<file path="src/rtl/fetch_decode_stage_if.sv">
// Fetch/decode stage bus: hazard and branch controls, instruction memory port,
// and the registered ID outputs.
interface fetch_decode_stage_if;
    logic        stall;
    logic        flush;
    logic        branch_taken;
    logic [31:0] branch_target;
    logic [31:0] imem_addr;
    logic [31:0] imem_data;
    logic [31:0] instr_d;
    logic [31:0] pc_d;
    logic [31:0] pc_plus4_d;
    logic        valid_d;
    logic [4:0]  opcode_d;
    logic [26:0] imm_field_d;
    logic [1:0]  imm_src_d;
    logic [31:0] instr_count;

    modport master (
        input  stall, flush, branch_taken, branch_target, imem_data,
        output imem_addr, instr_d, pc_d, pc_plus4_d, valid_d,
               opcode_d, imm_field_d, imm_src_d, instr_count
    );

    modport slave (
        output stall, flush, branch_taken, branch_target, imem_data,
        input  imem_addr, instr_d, pc_d, pc_plus4_d, valid_d,
               opcode_d, imm_field_d, imm_src_d, instr_count
    );
endinterface

</file>
<file path="src/rtl/fetch_decode_stage.sv">
// Fetch PC register and IF/ID pipeline register with immediate-format
// pre-decode and a count of valid instructions captured into ID.
module fetch_decode_stage #(
    parameter logic [31:0] RESET_PC  = 32'h0000_0000,
    parameter logic [31:0] NOP_INSTR = 32'h0000_0000
) (
    input  logic                    clk,
    input  logic                    rst,
    fetch_decode_stage_if.master    fd
);
    typedef enum logic [1:0] {
        IMM_DP   = 2'b00,
        IMM_MEM  = 2'b01,
        IMM_BR   = 2'b10,
        IMM_JUMP = 2'b11
    } imm_src_e;

    logic [31:0] pc_f;
    logic [31:0] pc_f_plus4;
    logic [31:0] instr_q;
    logic [31:0] pc_q;
    logic [31:0] pc_plus4_q;
    logic        valid_q;
    imm_src_e    imm_src_q;
    imm_src_e    imm_src_next;
    logic [31:0] count_q;

    assign pc_f_plus4 = pc_f + 32'd4;

    always_comb begin
        imm_src_next = IMM_DP;
        case (fd.imem_data[31:30])
            2'b00: imm_src_next = IMM_DP;
            2'b01: imm_src_next = IMM_MEM;
            2'b10: imm_src_next = IMM_BR;
            2'b11: imm_src_next = IMM_JUMP;
            default: imm_src_next = IMM_DP;
        endcase
    end

    // Priority: rst > branch_taken > flush > stall > advance.
    always_ff @(posedge clk) begin
        if (rst) begin
            pc_f       <= RESET_PC;
            instr_q    <= NOP_INSTR;
            pc_q       <= '0;
            pc_plus4_q <= '0;
            valid_q    <= 1'b0;
            imm_src_q  <= IMM_DP;
            count_q    <= '0;
        end else if (fd.branch_taken) begin
            pc_f       <= fd.branch_target;
            instr_q    <= NOP_INSTR;
            pc_q       <= '0;
            pc_plus4_q <= '0;
            valid_q    <= 1'b0;
            imm_src_q  <= IMM_DP;
        end else if (fd.flush) begin
            if (!fd.stall) begin
                pc_f <= pc_f_plus4;
            end
            instr_q    <= NOP_INSTR;
            pc_q       <= '0;
            pc_plus4_q <= '0;
            valid_q    <= 1'b0;
            imm_src_q  <= IMM_DP;
        end else if (!fd.stall) begin
            pc_f       <= pc_f_plus4;
            instr_q    <= fd.imem_data;
            pc_q       <= pc_f;
            pc_plus4_q <= pc_f_plus4;
            valid_q    <= 1'b1;
            imm_src_q  <= imm_src_next;
            count_q    <= count_q + 32'd1;
        end
    end

    assign fd.imem_addr   = pc_f;
    assign fd.instr_d     = instr_q;
    assign fd.pc_d        = pc_q;
    assign fd.pc_plus4_d  = pc_plus4_q;
    assign fd.valid_d     = valid_q;
    assign fd.imm_src_d   = imm_src_q;
    assign fd.instr_count = count_q;
    assign fd.opcode_d    = instr_q[31:27];
    assign fd.imm_field_d = instr_q[26:0];
endmodule

</file>
<file path="src/flat_wrapper.sv">
// flat-port wrapper written by rule: the top's interface ports become plain ports
module fetch_decode_stage_flat 
#(
    parameter logic [31:0] RESET_PC  = 32'h0000_0000,
    parameter logic [31:0] NOP_INSTR = 32'h0000_0000
)
  (clk, rst, fd_stall, fd_flush, fd_branch_taken, fd_branch_target, fd_imem_data, fd_imem_addr, fd_instr_d, fd_pc_d, fd_pc_plus4_d, fd_valid_d, fd_opcode_d, fd_imm_field_d, fd_imm_src_d, fd_instr_count);
  fetch_decode_stage_if fd_i ();
  input  logic clk;
  input  logic rst;
  input wire logic [$bits(fd_i.stall)-1:0] fd_stall;
  input wire logic [$bits(fd_i.flush)-1:0] fd_flush;
  input wire logic [$bits(fd_i.branch_taken)-1:0] fd_branch_taken;
  input wire logic [$bits(fd_i.branch_target)-1:0] fd_branch_target;
  input wire logic [$bits(fd_i.imem_data)-1:0] fd_imem_data;
  output wire logic [$bits(fd_i.imem_addr)-1:0] fd_imem_addr;
  output wire logic [$bits(fd_i.instr_d)-1:0] fd_instr_d;
  output wire logic [$bits(fd_i.pc_d)-1:0] fd_pc_d;
  output wire logic [$bits(fd_i.pc_plus4_d)-1:0] fd_pc_plus4_d;
  output wire logic [$bits(fd_i.valid_d)-1:0] fd_valid_d;
  output wire logic [$bits(fd_i.opcode_d)-1:0] fd_opcode_d;
  output wire logic [$bits(fd_i.imm_field_d)-1:0] fd_imm_field_d;
  output wire logic [$bits(fd_i.imm_src_d)-1:0] fd_imm_src_d;
  output wire logic [$bits(fd_i.instr_count)-1:0] fd_instr_count;
  assign fd_i.stall = fd_stall;
  assign fd_i.flush = fd_flush;
  assign fd_i.branch_taken = fd_branch_taken;
  assign fd_i.branch_target = fd_branch_target;
  assign fd_i.imem_data = fd_imem_data;
  assign fd_imem_addr = fd_i.imem_addr;
  assign fd_instr_d = fd_i.instr_d;
  assign fd_pc_d = fd_i.pc_d;
  assign fd_pc_plus4_d = fd_i.pc_plus4_d;
  assign fd_valid_d = fd_i.valid_d;
  assign fd_opcode_d = fd_i.opcode_d;
  assign fd_imm_field_d = fd_i.imm_field_d;
  assign fd_imm_src_d = fd_i.imm_src_d;
  assign fd_instr_count = fd_i.instr_count;
  fetch_decode_stage #(.RESET_PC(RESET_PC), .NOP_INSTR(NOP_INSTR)) u_core (.clk(clk), .rst(rst), .fd(fd_i));
endmodule
</file>
<file path="config.mk">
export PLATFORM = sky130hd
export DESIGN_NAME = fetch_decode_stage_flat
export DESIGN_NICKNAME = d
export VERILOG_FILES = /design/src/rtl/fetch_decode_stage_if.sv /design/src/rtl/fetch_decode_stage.sv /design/src/flat_wrapper.sv
export SDC_FILE = /design/constraint.sdc
export NUM_CORES = 1
export LEC_CHECK = 0
export BUFFER_PORTS_ARGS = -buffer_cell sky130_fd_sc_hd__buf_2
export CAP_MARGIN = 20
export CORE_AREA = 5 5 150 152
export DETAILED_ROUTE_END_ITERATION = 16
export DIE_AREA = 0 0 155 157
export MAX_ROUTING_LAYER = met4
export PLACE_DENSITY = 0.59
export SYNTH_ARGS = -nofsm -noshare
export SYNTH_HDL_FRONTEND = slang
export SYNTH_SLANG_ARGS = --single-unit
</file>
<file path="constraint.sdc">
create_clock -name clk -period 3.4 [get_ports clk]
set_input_delay 0.34 -clock clk [delete_from_list [all_inputs] [get_ports clk]]
set_output_delay 0.34 -clock clk [all_outputs]
set_load 0.01 [all_outputs]
</file>
==> metrics.md, run 1 <==
| Metric | Value |
|---|---|
| First-pass GRT wire length | 34000 um |
| Ratio of cells with drive above 1 in the final layout | 30.0% |
| HP Class | primary input to flop |
| Drt total wl | 21700 um |
| Fill cell total of the finished layout | 2134 |
| Yosys cell types | 47 |
| Ys flop type | dfxtp_1 |
| Hold buffers post-CTS | 0 |
| Number of routed nets with antenna violations | 0 |
| Critical path startpoint | u_core.fd.imem_addr[2] |
| Seq. cell area | approximately 0.0032 mm2 |
| Die H | 157 um |
| Overall routing resource usage | between 10% and 20% |
| Finish-stage setup viols | 0 |
| Final #Nets | 1093 |
| Reg2Reg Depth | 6 |
| Hold Vio Cnt, Final | 0 |
| Yosys synthesis warning count | 0 |
| Hold depth | 3 |
| Largest net degree at the start of global routing | 67 |
| Final HPWL DP | 15600 um |
| Pwr dens | 470 mW/mm2 |
| Tcrit/Tclk final | 70.9% |
| # H-tree levels | 4 |
| Crit-path max cell delay | 0.70 ns |
| Fin area | 0.00902 mm2 |
| Vias in the first global route | 6106 |
| Setup crit end kind | flop |
| Rows | 53 |
| Via count | 6392 |
| Maxcap violations | 0 |
| LEAKAGE | 4.06 nW |
| Critical-path cell list | ha_1, nand3_1, nor4_1, and4_1, nor3_1, a211oi_1 |
| Critical Path Sink | u_core.fd.pc_plus4_d[26] |
| Sequential area share after synthesis | between 40% and 50% |
| Iter 0 DRT Violations | 402 |
| WL/cell | 16.6 um |
| Clk_skew | between 0.009 and 0.01 ns |
| Port Buffers | 263 |
| Post-CTS Setup Inserts | 0 |
| Critical path arrival | roughly 2.8 ns |
| FF+latch count, synth | 161 |
| Worst vdd ir | 0.320 mV |
| Power Total | 4.24 mW |
| Placed insts | 1278 |
| F_max | 415 MHz |
| Setup TNS | 0 ns |
| Post-Syn Area | 0.00722 mm2 |
| Area of the multi-input gates | 0.00346 mm2 |
| Setup CP Type | flop to flop |
| Initial antenna violation count | 0 |
| Via-to-Cell Ratio | slightly below 5 |
| Area post-placement | around 0.0084 mm2 |
| Synthesized area per cell | 8.70 um2 |
| Die ar. | 0.0243 mm2 |
| Syn-to-layout area delta | 25.0% |
| Tmin final | 2.41 ns |
| Critical path startpoint category | flop |
| DRC viols | 0 |
| Clock slew at reported path FFs | about 0.06 ns |
| Asr flop ratio synth | 0% |
| Rel. slew slack | 42.7% |
| Req. time, crit path | about 3.7 ns |
| Routability-driven placement congestion ratio | 0.825 |
| Final Util | 43.2% |
| Fin. max-slew vios | 0 |
| Initial Utilization | 34.5% |
| Synthesized instance count | between 800 and 900 |
| Status | finished, final reports clean |
| Drt pass-1 iters | 4 |
| Longest Clk Path Bufs | 2 |
| RR Startpoint | u_core.fd.imem_addr[2] |
| Die Wd | 155 um |
| Total grt overflow | 0 |
| I/O pins | 264 |
| Clk_lat worst skew | 0.42 ns |
| CTS Sinks | 161 |
| Cts repair resizes | 0 |
| Number of flops mapped to enable cells by yosys | 0 |
| Reg2reg end | u_core.fd.pc_plus4_d[26] |
| Reg2Reg Setup Slack | 0.99 ns |
| Post-Syn Nets | 900 |
| Fin cells | approximately 1.3k |
| RSZ-0062 raised after global routing | no |
| Worst slew pin tran | approximately 0.86 ns |
| Worst Path Max Fanout | 9 |
| Root buffer cell | clkbuf_16 |
| Antenna Cells | 0 |
| CTS tree | done |
| CORE AREA | 0.0209 mm2 |
| CTS Buf Count | 17 |
| Critical Path Slowest Stage Cell | nor4_1 |
## registers in the layout, indices dropped and copies added (netlist names)
name / count
u_core.fd.instr_d: 32
u_core.fd.valid_d: 1
u_core.fd.pc_d: 30
u_core.fd.imem_addr: 32
u_core.fd.pc_plus4_d: 32
u_core.fd.imm_src_d: 2
u_core.fd.instr_count: 32
## kinds of logic (layout without fill, tap and decap cells)
kind of cell	count (synthesis)	after routing	synth area share [%]
AO/OA/AOI/OAI	109	109	8.81
XOR/XNOR	74	74	8.98
adder cells (fa/ha/maj)	2	2	0.347
buffers and inverters	107	312	7.53
flip-flops	161	161	44.7
multiplexers	61	61	8.48
AND/OR/NAND/NOR	315	315	21.2
## layout by cell type, fill, tap and decap left out, types with 2 or more instances in the layout
master	instances
o31ai_1	2
nor2b_1	5
xnor2_1	28
nor4_1	8
nand4_1	25
and2_1	4
dfxtp_1	161
mux2i_1	60
inv_1	7
clkinvlp_4	2
or3_1	8
ha_1	2
buf_2	262
a21oi_1	48
nor4_2	2
clkinv_2	3
clkbuf_16	17
a211oi_1	18
nor3_1	14
clkbuf_1	3
clkbuf_8	2
nand2b_1	2
o21ai_0	27
and3_1	7
and4_1	16
a31oi_1	3
buf_4	11
nor2_1	139
xor2_1	46
bufinv_16	2
nand2_1	46
nand3_1	31
## worst min path at each step
stage	from	to	slack [ns]
5_1_grt	fd_imem_data[4]	u_core.fd.instr_d[4]	0.14
3_3_place_gp	u_core.fd.valid_d	u_core.fd.valid_d	0.43
3_5_place_dp	u_core.fd.valid_d	u_core.fd.valid_d	0.44
2_1_floorplan	fd_branch_target[4]	u_core.fd.imem_addr[4]	0.48
4_1_cts	fd_imem_data[10]	u_core.fd.instr_d[10]	0.13
6_report	fd_imem_data[10]	u_core.fd.instr_d[10]	0.15
## power by group
group | internal (mW) | switching [mW]
clock | 1.12 | 0.777
combinational | 0.147 | 0.191
sequential | 1.93 | 0.0744
## through the flow
step | worst slack, ns | hold slack [ns]
floorplan | 1.25 | 0.483
global placement | 1.02 | 0.430
detailed placement | 0.983 | 0.442
CTS | 0.979 | 0.127
global route | 0.747 | 0.143
finish | 0.988 | 0.150
## worst max-delay path: cells and delay by family (launching register included)
kind,cells,cell delay [ns]
simple gates,4,1.28
fa+ha+maj,1,0.34
compound gates,1,0.20
flops,1,0.50
## final cells by class
type	count	share of cell area, %
Clock buffer	22	5.15
Tap cell	275	3.82
Clock inverter	9	1.19
Timing Repair Buffer	273	15.5
Multi-Input combinational cell	561	38.3
Inverter	8	0.333
Sequential cell	161	35.7
## routing by layer
metal	GRT usage, %	vias to the layer above	part of all wire (%)
met3	4.51	21	6.6
met5	-	-	0
met4	4.58	0	1.3
met1	23.8	2975	46
li1	-	3196	-
met2	27.4	200	46
## cell usage after synthesis (all sizes together), types with 2 or more instances
master	n	area share [%]
nor2	139	7.2
nand4	25	2.2
inv	7	0.36
nand2	46	2.4
nand3	31	2.2
a211oi	18	1.9
xnor2	28	3.4
nor4	11	1.3
nand2b	2	0.17
a31oi	3	0.26
o31ai	2	0.21
or3	9	0.78
dfxtp	161	45
nor3	15	1.0
buf	50	4.6
clkbuf	49	2.5
ha	2	0.35
and4	16	1.9
and3	7	0.61
nor2b	5	0.43
a21oi	48	3.3
and2	5	0.43
xor2	46	5.6
o21ai	27	1.9
mux2i	60	8.3
Power figures use the tool's default switching activity.
==> run 2, diff against run 1 <==
Settings changed: ABC_AREA set to 1, CORE_AREA 5 5 150 152 to 5 5 154 156, DIE_AREA 0 0 155 157 to 0 0 159 161.
Clock period 3.4 ns to 2.29 ns, I/O delays scaled along.
==> run 2 against run 1 <==
Against the previous run: combinational power rose by 51%; setup slack lost 0.42 ns; critical path depth up 1; via count grew 20%; worst hold slack got worse by 0.12 ns; first-iteration DRC count up 31%; die area rose by 5.2%; non-clock buffer count fell by 1; highest routed layer unchanged.
==> metrics.md, run 2 <==
| Metric | Value |
|---|---|
| Number of flops mapped to enable cells by yosys | 0 |
| Flop pwr share | between 40% and 50% |
| Worst vdd ir | 0.456 mV |
| Clock slew at reported path FFs | 0.07 ns |
| Total grt overflow | 0 |
| Routability-driven placement congestion ratio | 0.876 |
| Iter 0 DRT Violations | 527 |
| Drt pass-1 iters | 5 |
| LEAKAGE | 4.23 nW |
| Port Buffers | 263 |
| Root buffer cell | clkbuf_16 |
| Post-Syn Nets | 1170 |
| Final HPWL DP | 18700 um |
| Net Sw Power | 1.78 mW |
| Ys flop type | dfxtp_1 |
| Dominant cell type by area after synthesis | dfxtp_1 |
| Finish-stage setup viols | 0 |
| Yosys synthesis warning count | 0 |
| Clock Power Share | 45.9% |
| Hold buffers post-CTS | 0 |
| Cts repair resizes | 0 |
| Fin. max-slew vios | 0 |
| Sequential area share after synthesis | 42.0% |
| Hold depth | 3 |
| Most common cell after layout, fill and taps aside | nand2_1 |
| Clk_skew | about 0.013 ns |
| Final #Nets | 1376 |
| Worst setup margin | around 0.57 ns |
| Initial Utilization | between 30% and 40% |
| RSZ-0062 raised after global routing | no |
| Req. time, crit path | 2.63 ns |
| Fin area | 0.00956 mm2 |
| Synthesized instance count | 1099 |
| Die ar. | 0.0256 mm2 |
| Critical path arrival | between 2 and 2.5 ns |
| Worst Path Max Fanout | 5 |
| FF+latch count, synth | 161 |
| Initial antenna violation count | 5 |
| Number of routed nets with antenna violations | 0 |
| Yosys cell types | 39 |
| Critical path startpoint category | flop |
| Fill cell total of the finished layout | between 2k and 2.5k |
| Setup crit end kind | flop |
| Switch share | around 28% |
| Status | finished, final reports clean |
| Via-to-Cell Ratio | 4.77 |
| Reg2Reg Depth | 7 |
| HP Class | primary input to flop |
| Rows | 55 |
| Tmin final | 1.72 ns |
| Ratio of cells with drive above 1 in the final layout | a little over a quarter |
| Pwr dens | 668 mW/mm2 |
| Pre-CTS WS | 0.327 ns |
| Area contributors post-synth | dfxtp_1 (42%), nand2_1 (16%), a21oi_1 (8.2%) |
| Most common cell in the netlist | nand2_1 |
| Die H | 161 um |
| Post-synth top cells | nand2_1 (333), dfxtp_1 (161), a21oi_1 (126) |
| CTS Buf Count | 17 |
| CTS tree | done |
| Maxcap violations | 0 |
| Via count | ~7.7k |
| Post-Syn Area | about 0.0077 mm2 |
| Hold Vio Cnt, Final | 0 |
| Post-CTS Setup Inserts | 0 |
| Most frequent cells in the layout | nand2_1 (332), buf_2 (262), dfxtp_1 (161), a21oi_1 (126), nor2_1 (109) |
| DRC viols | 0 |
| F_max | 582 MHz |
| Combinational power share | roughly 8.0% |
| P_int | 4.61 mW |
| Asr flop ratio synth | 0% |
| Overall routing resource usage | 19.6% |
| Area post-placement | 0.00894 mm2 |
| Top cell type's share of synthesized area | 42.0% |
| # H-tree levels | 4 |
| I/O pins | about 260 |
| Rel. slew slack | 43.1% |
| Syn-to-layout area delta | 24.7% |
| Clk_lat worst skew | around 0.43 ns |
| Largest net degree at the start of global routing | 79 |
| CTS Sinks | between 150 and 200 |
| WL/cell | 15.9 um |
| Tcrit/Tclk final | 75.1% |
| Longest Clk Path Bufs | 2 |
| Setup TNS | 0 ns |
| Synthesized area per cell | ~7 um2 |
| CORE AREA | 0.0222 mm2 |
| Drt total wl | 25500 um |
| Setup CP Type | flop to flop |
| Vias in the first global route | roughly 7.2k |
| Worst slew pin tran | 0.853 ns |
| First-pass GRT wire length | 39700 um |
| Die Wd | 159 um |
==> run 2: path summary, 6_finish.rpt <==
path	start	end	slack, ns
max	u_core.fd.imem_addr[3]	u_core.fd.pc_plus4_d[20]	0.57
min	fd_branch_target[2]	u_core.fd.imem_addr[2]	0.03
max reg2reg	u_core.fd.imem_addr[3]	u_core.fd.pc_plus4_d[20]	0.57
min reg2reg	u_core.fd.pc_d[31]	u_core.fd.pc_d[31]	0.46
==> run 2: logic make-up (layout without fill, tap and decap cells) <==
logic type                 after synthesis  count (layout)  share of synthesized area, %
xor gates and xnor gates                10              10                          1.53
DFF                                    161             161                          42.0
adders and majority gates                2               2                         0.326
AOI/OAI and AO/OA                      188             188                          13.0
other                                    0               5                             0
and+or+nand+nor                        570             570                          32.8
buffers and inverters                  168             387                          10.3
==> run 2: critical path, stage by stage, from the launching register on <==
cell and delay (ns):
dfxtp_1 0.43, ha_1 0.24, nand2_2 0.11, nor2_4 0.17
nand3b_1 0.14, o21ai_0 0.24, nand3_1 0.13, a21oi_1 0.17
==> run 2: power by group through the flow <==
stage          registers [mW]  clock network (mW)  logic [mW]
4_1_cts                  2.94                3.01       0.519
5_1_grt                  2.95                3.13       0.569
3_5_place_dp             3.01                   0       0.517
2_1_floorplan            3.00                   0       0.290
3_3_place_gp             3.01                   0       0.515
6_report                 2.94                2.93       0.512
==> run 2: through the flow <==
step | util (%) | instances | total power [mW] | hold WS, ns
after detailed placement | 40.2 | 1571 | 3.52 | 0.452
after CTS | 43.0 | 1603 | 6.47 | 0.0173
after global routing | 43.0 | 1608 | 6.65 | 0.0293
after global placement | 40.2 | 1571 | 3.52 | 0.449
final | 43.0 | 1608 | 6.39 | 0.0314
after floorplan | - | 1099 | 3.29 | 0.362
==> run 2: layout make-up <==
cell class,instances,area (um2),area share (%)
multi-input combinational,770,3660,38.3
sequential,161,3220,33.7
timing repair buffer,272,1390,14.5
clock buffer,17,425,4.45
tap,285,357,3.73
inverter,83,317,3.31
clock inverter,15,180,1.88
antenna,5,12.5,0.131
==> run 2: per-layer routing <==
layer	vias up	global-route usage [%]	share of wire, %
met3	25	6.35	8.1
met4	0	4.77	1.4
li1	3915	-	-
met1	3476	23.7	44
met5	-	-	0
met2	262	31.9	47
==> run 3, diff against run 2 <==
Clock period 2.29 ns to 1.68 ns, I/O delays scaled along.
==> run 3 against run 2 <==
Against the previous run: die area stayed put; first-iteration DRC count up 5.1%; global-route usage grew 1.3 points; cell area rose by 7.7%; clock power grew 38%; core utilization rose by 3.3 points; critical path type unchanged; critical endpoint is now u_core.fd.imem_addr[13]; largest cell class unchanged; largest power group is now the clock network; highest routed layer unchanged.
==> metrics.md, run 3 (synthesis gave the netlist of run 2 again) <==
| Metric | Value |
|---|---|
| Status | finished, final reports clean |
| CORE AREA | 0.0222 mm2 |
| Flop pwr share | 44.7% |
| Critical path buffer and inverter count | 1 |
| Drt total wl | roughly 27000 um |
| Routability-driven placement congestion ratio | approximately 0.91 |
| Req. time, crit path | 2.00 ns |
| Final HPWL DP | 19200 um |
| Number of routed nets with antenna violations | 0 |
| Setup CP Type | flop to flop |
| WHS | 0.0194 ns |
| Clock Power Share | 45.5% |
| Power Total | 8.89 mW |
| Rel. slew slack | 61.0% |
| Tcrit/Tclk final | 92.6% |
| Most frequent cells in the layout | nand2_1 (331), buf_2 (262), dfxtp_1 (154), a21oi_1 (123), nor2_1 (105) |
| Area post-placement | around 0.0093 mm2 |
| Hold Path Sink | u_core.fd.imem_addr[6] |
| Tmin final | between 1.5 and 2 ns |
| CTS Buf Count | 17 |
| Critical path startpoint category | flop |
| Critical path arrival | 1.88 ns |
| Rows | 55 |
| Drt pass-1 iters | 5 |
| Overall routing resource usage | a little over a fifth |
| Clk_skew | 0.0150 ns |
| F_max | 643 MHz |
| Reg2Reg Setup Slack | 0.12 ns |
| Final #Nets | 1450 |
| Most common cell after layout, fill and taps aside | nand2_1 |
| CTS Sinks | 161 |
| Die H | around 160 um |
| Reg2Reg Depth | 8 |
| Largest net degree at the start of global routing | ~100 |
| Combinational power share | 9.8% |
| Setup crit end kind | flop |
| Vias in the first global route | 7579 |
| Hold Vio Cnt, Final | 0 |
| Via-to-Cell Ratio | ~4.7 |
| Syn-to-layout area delta | 34.4% |
| Total grt overflow | 0 |
| LEAKAGE | 4.61 nW |
| RR Startpoint | u_core.fd.imem_addr[9] |
| Cell family with most CP delay | simple AND/OR/NAND/NOR gates |
| Hold depth | 3 |
| Pre-CTS WS | roughly 0.053 ns |
| I/O pins | 264 |
| Worst Path Max Fanout | 4 |
| CP most frequent cell | nor2_2 |
| # H-tree levels | 4 |
| Net Sw Power | 2.50 mW |
| Clock slew at reported path FFs | 0.07 ns |
| DRC viols | 0 |
| Fill cell total of the finished layout | 2303 |
| Finish-stage setup viols | 0 |
| First-pass GRT wire length | 42400 um |
| Clk_lat worst skew | 0.43 ns |
| Crit-path max cell delay | approximately 0.44 ns |
| Fin. max-slew vios | 0 |
| Root buffer cell | clkbuf_16 |
| Initial antenna violation count | 3 |
| Die ar. | roughly 0.026 mm2 |
| Critical-path cell list | nand2_2, nor2_2, inv_1, nor2_2, nand2_1, nand3_1, nor2_1, o21a_1 |
| Port Buffers | 263 |
| Hold path start | fd_branch_target[6] |
| Worst vdd ir | 0.607 mV |
| Pwr dens | 863 mW/mm2 |
| Via count | around 7.9k |
| Ratio of cells with drive above 1 in the final layout | between 20 and 30% |
| Die Wd | 159 um |
| Worst setup margin | ~0.12 ns |
| Maxcap violations | 0 |
| CTS tree | done |
| HP Class | primary input to flop |
| Reg2reg end | u_core.fd.imem_addr[13] |
| Longest Clk Path Bufs | 2 |
| Worst slew pin tran | 0.586 ns |
| Critical Path Slowest Stage Cell | dfxtp_1 |
| Initial Utilization | 34.5% |
| Switch share | between 20% and 30% |
| Placed insts | about 1.6k |
| Fin area | 0.0103 mm2 |
| P_int | 6.39 mW |
| Iter 0 DRT Violations | 554 |
| Fin cells | 1680 |
| WL/cell | 15.8 um |
## run 3: power by group through the flow
stage	registers, mW	logic [mW]	clock network [mW]
2_1_floorplan	4.09	0.395	0
3_3_place_gp	4.06	0.813	0
3_5_place_dp	4.06	0.813	0
4_1_cts	3.97	0.872	4.14
5_1_grt	3.99	0.961	4.30
6_report	3.97	0.872	4.04
## run 3: cell type report
class / count / area (um2) / area share (%)
multi-input combinational: 770 / 3720 / 36.1
clock inverter: 15 / 190 / 1.85
inverter: 83 / 317 / 3.07
antenna: 3 / 7.51 / 0.0729
timing repair buffer: 346 / 2040 / 19.8
clock buffer: 17 / 425 / 4.13
sequential: 161 / 3240 / 31.4
tap: 285 / 357 / 3.46
## run 3: through the flow
| step | setup TNS, ns | util, % |
|---|---|---|
| after floorplan | 0 | - |
| after global placement | 0 | 41.7 |
| after detailed placement | 0 | 41.7 |
| after CTS | 0 | 45.9 |
| after global routing | -0.00288 | 46.3 |
| final | 0 | 46.3 |
## run 3: routing by layer
layer / part of all wire (%) / vias up / GRT usage (%) / wire length, um
li1: - / 4055 / - / -
met2: 47 / 272 / 33.0 / 12600
met3: 7.5 / 18 / 6.28 / 1990
met1: 44 / 3573 / 26.6 / 11600
met4: 1.3 / 0 / 4.58 / 335
met5: 0 / - / - / 0
## run 3: worst register-to-register path, cell delays in order, from the launching register on
cell and delay [ns]:
dfxtp_1 0.44, nand2_2 0.10, nor2_2 0.18, inv_1 0.09, nor2_2 0.23, nand2_1 0.08, nand3_1 0.12, nor2_1 0.05
o21a_1 0.17
## run 3: how the worst max path moves through the flow
stage	from	end	slack [ns]	cells past startpoint
after global routing	u_core.fd.imem_addr[7]	u_core.fd.imem_addr[13]	-0.003	8
after floorplan	u_core.fd.imem_addr[3]	u_core.fd.imem_addr[18]	0.17	8
final	u_core.fd.imem_addr[9]	u_core.fd.imem_addr[13]	0.12	8
after detailed placement	u_core.fd.imem_addr[2]	u_core.fd.pc_plus4_d[20]	0.05	7
after CTS	u_core.fd.imem_addr[2]	u_core.fd.pc_plus4_d[20]	0.04	7
after global placement	u_core.fd.imem_addr[2]	u_core.fd.pc_plus4_d[20]	0.1	7
## run 3: timing repair
item                                    CTS  global route
gates resized for setup                   0            25
buffers inserted                          0             2
hold buffers                             31             0
hold endpoints to repair                 31             0
endpoints found under the setup margin    0            35
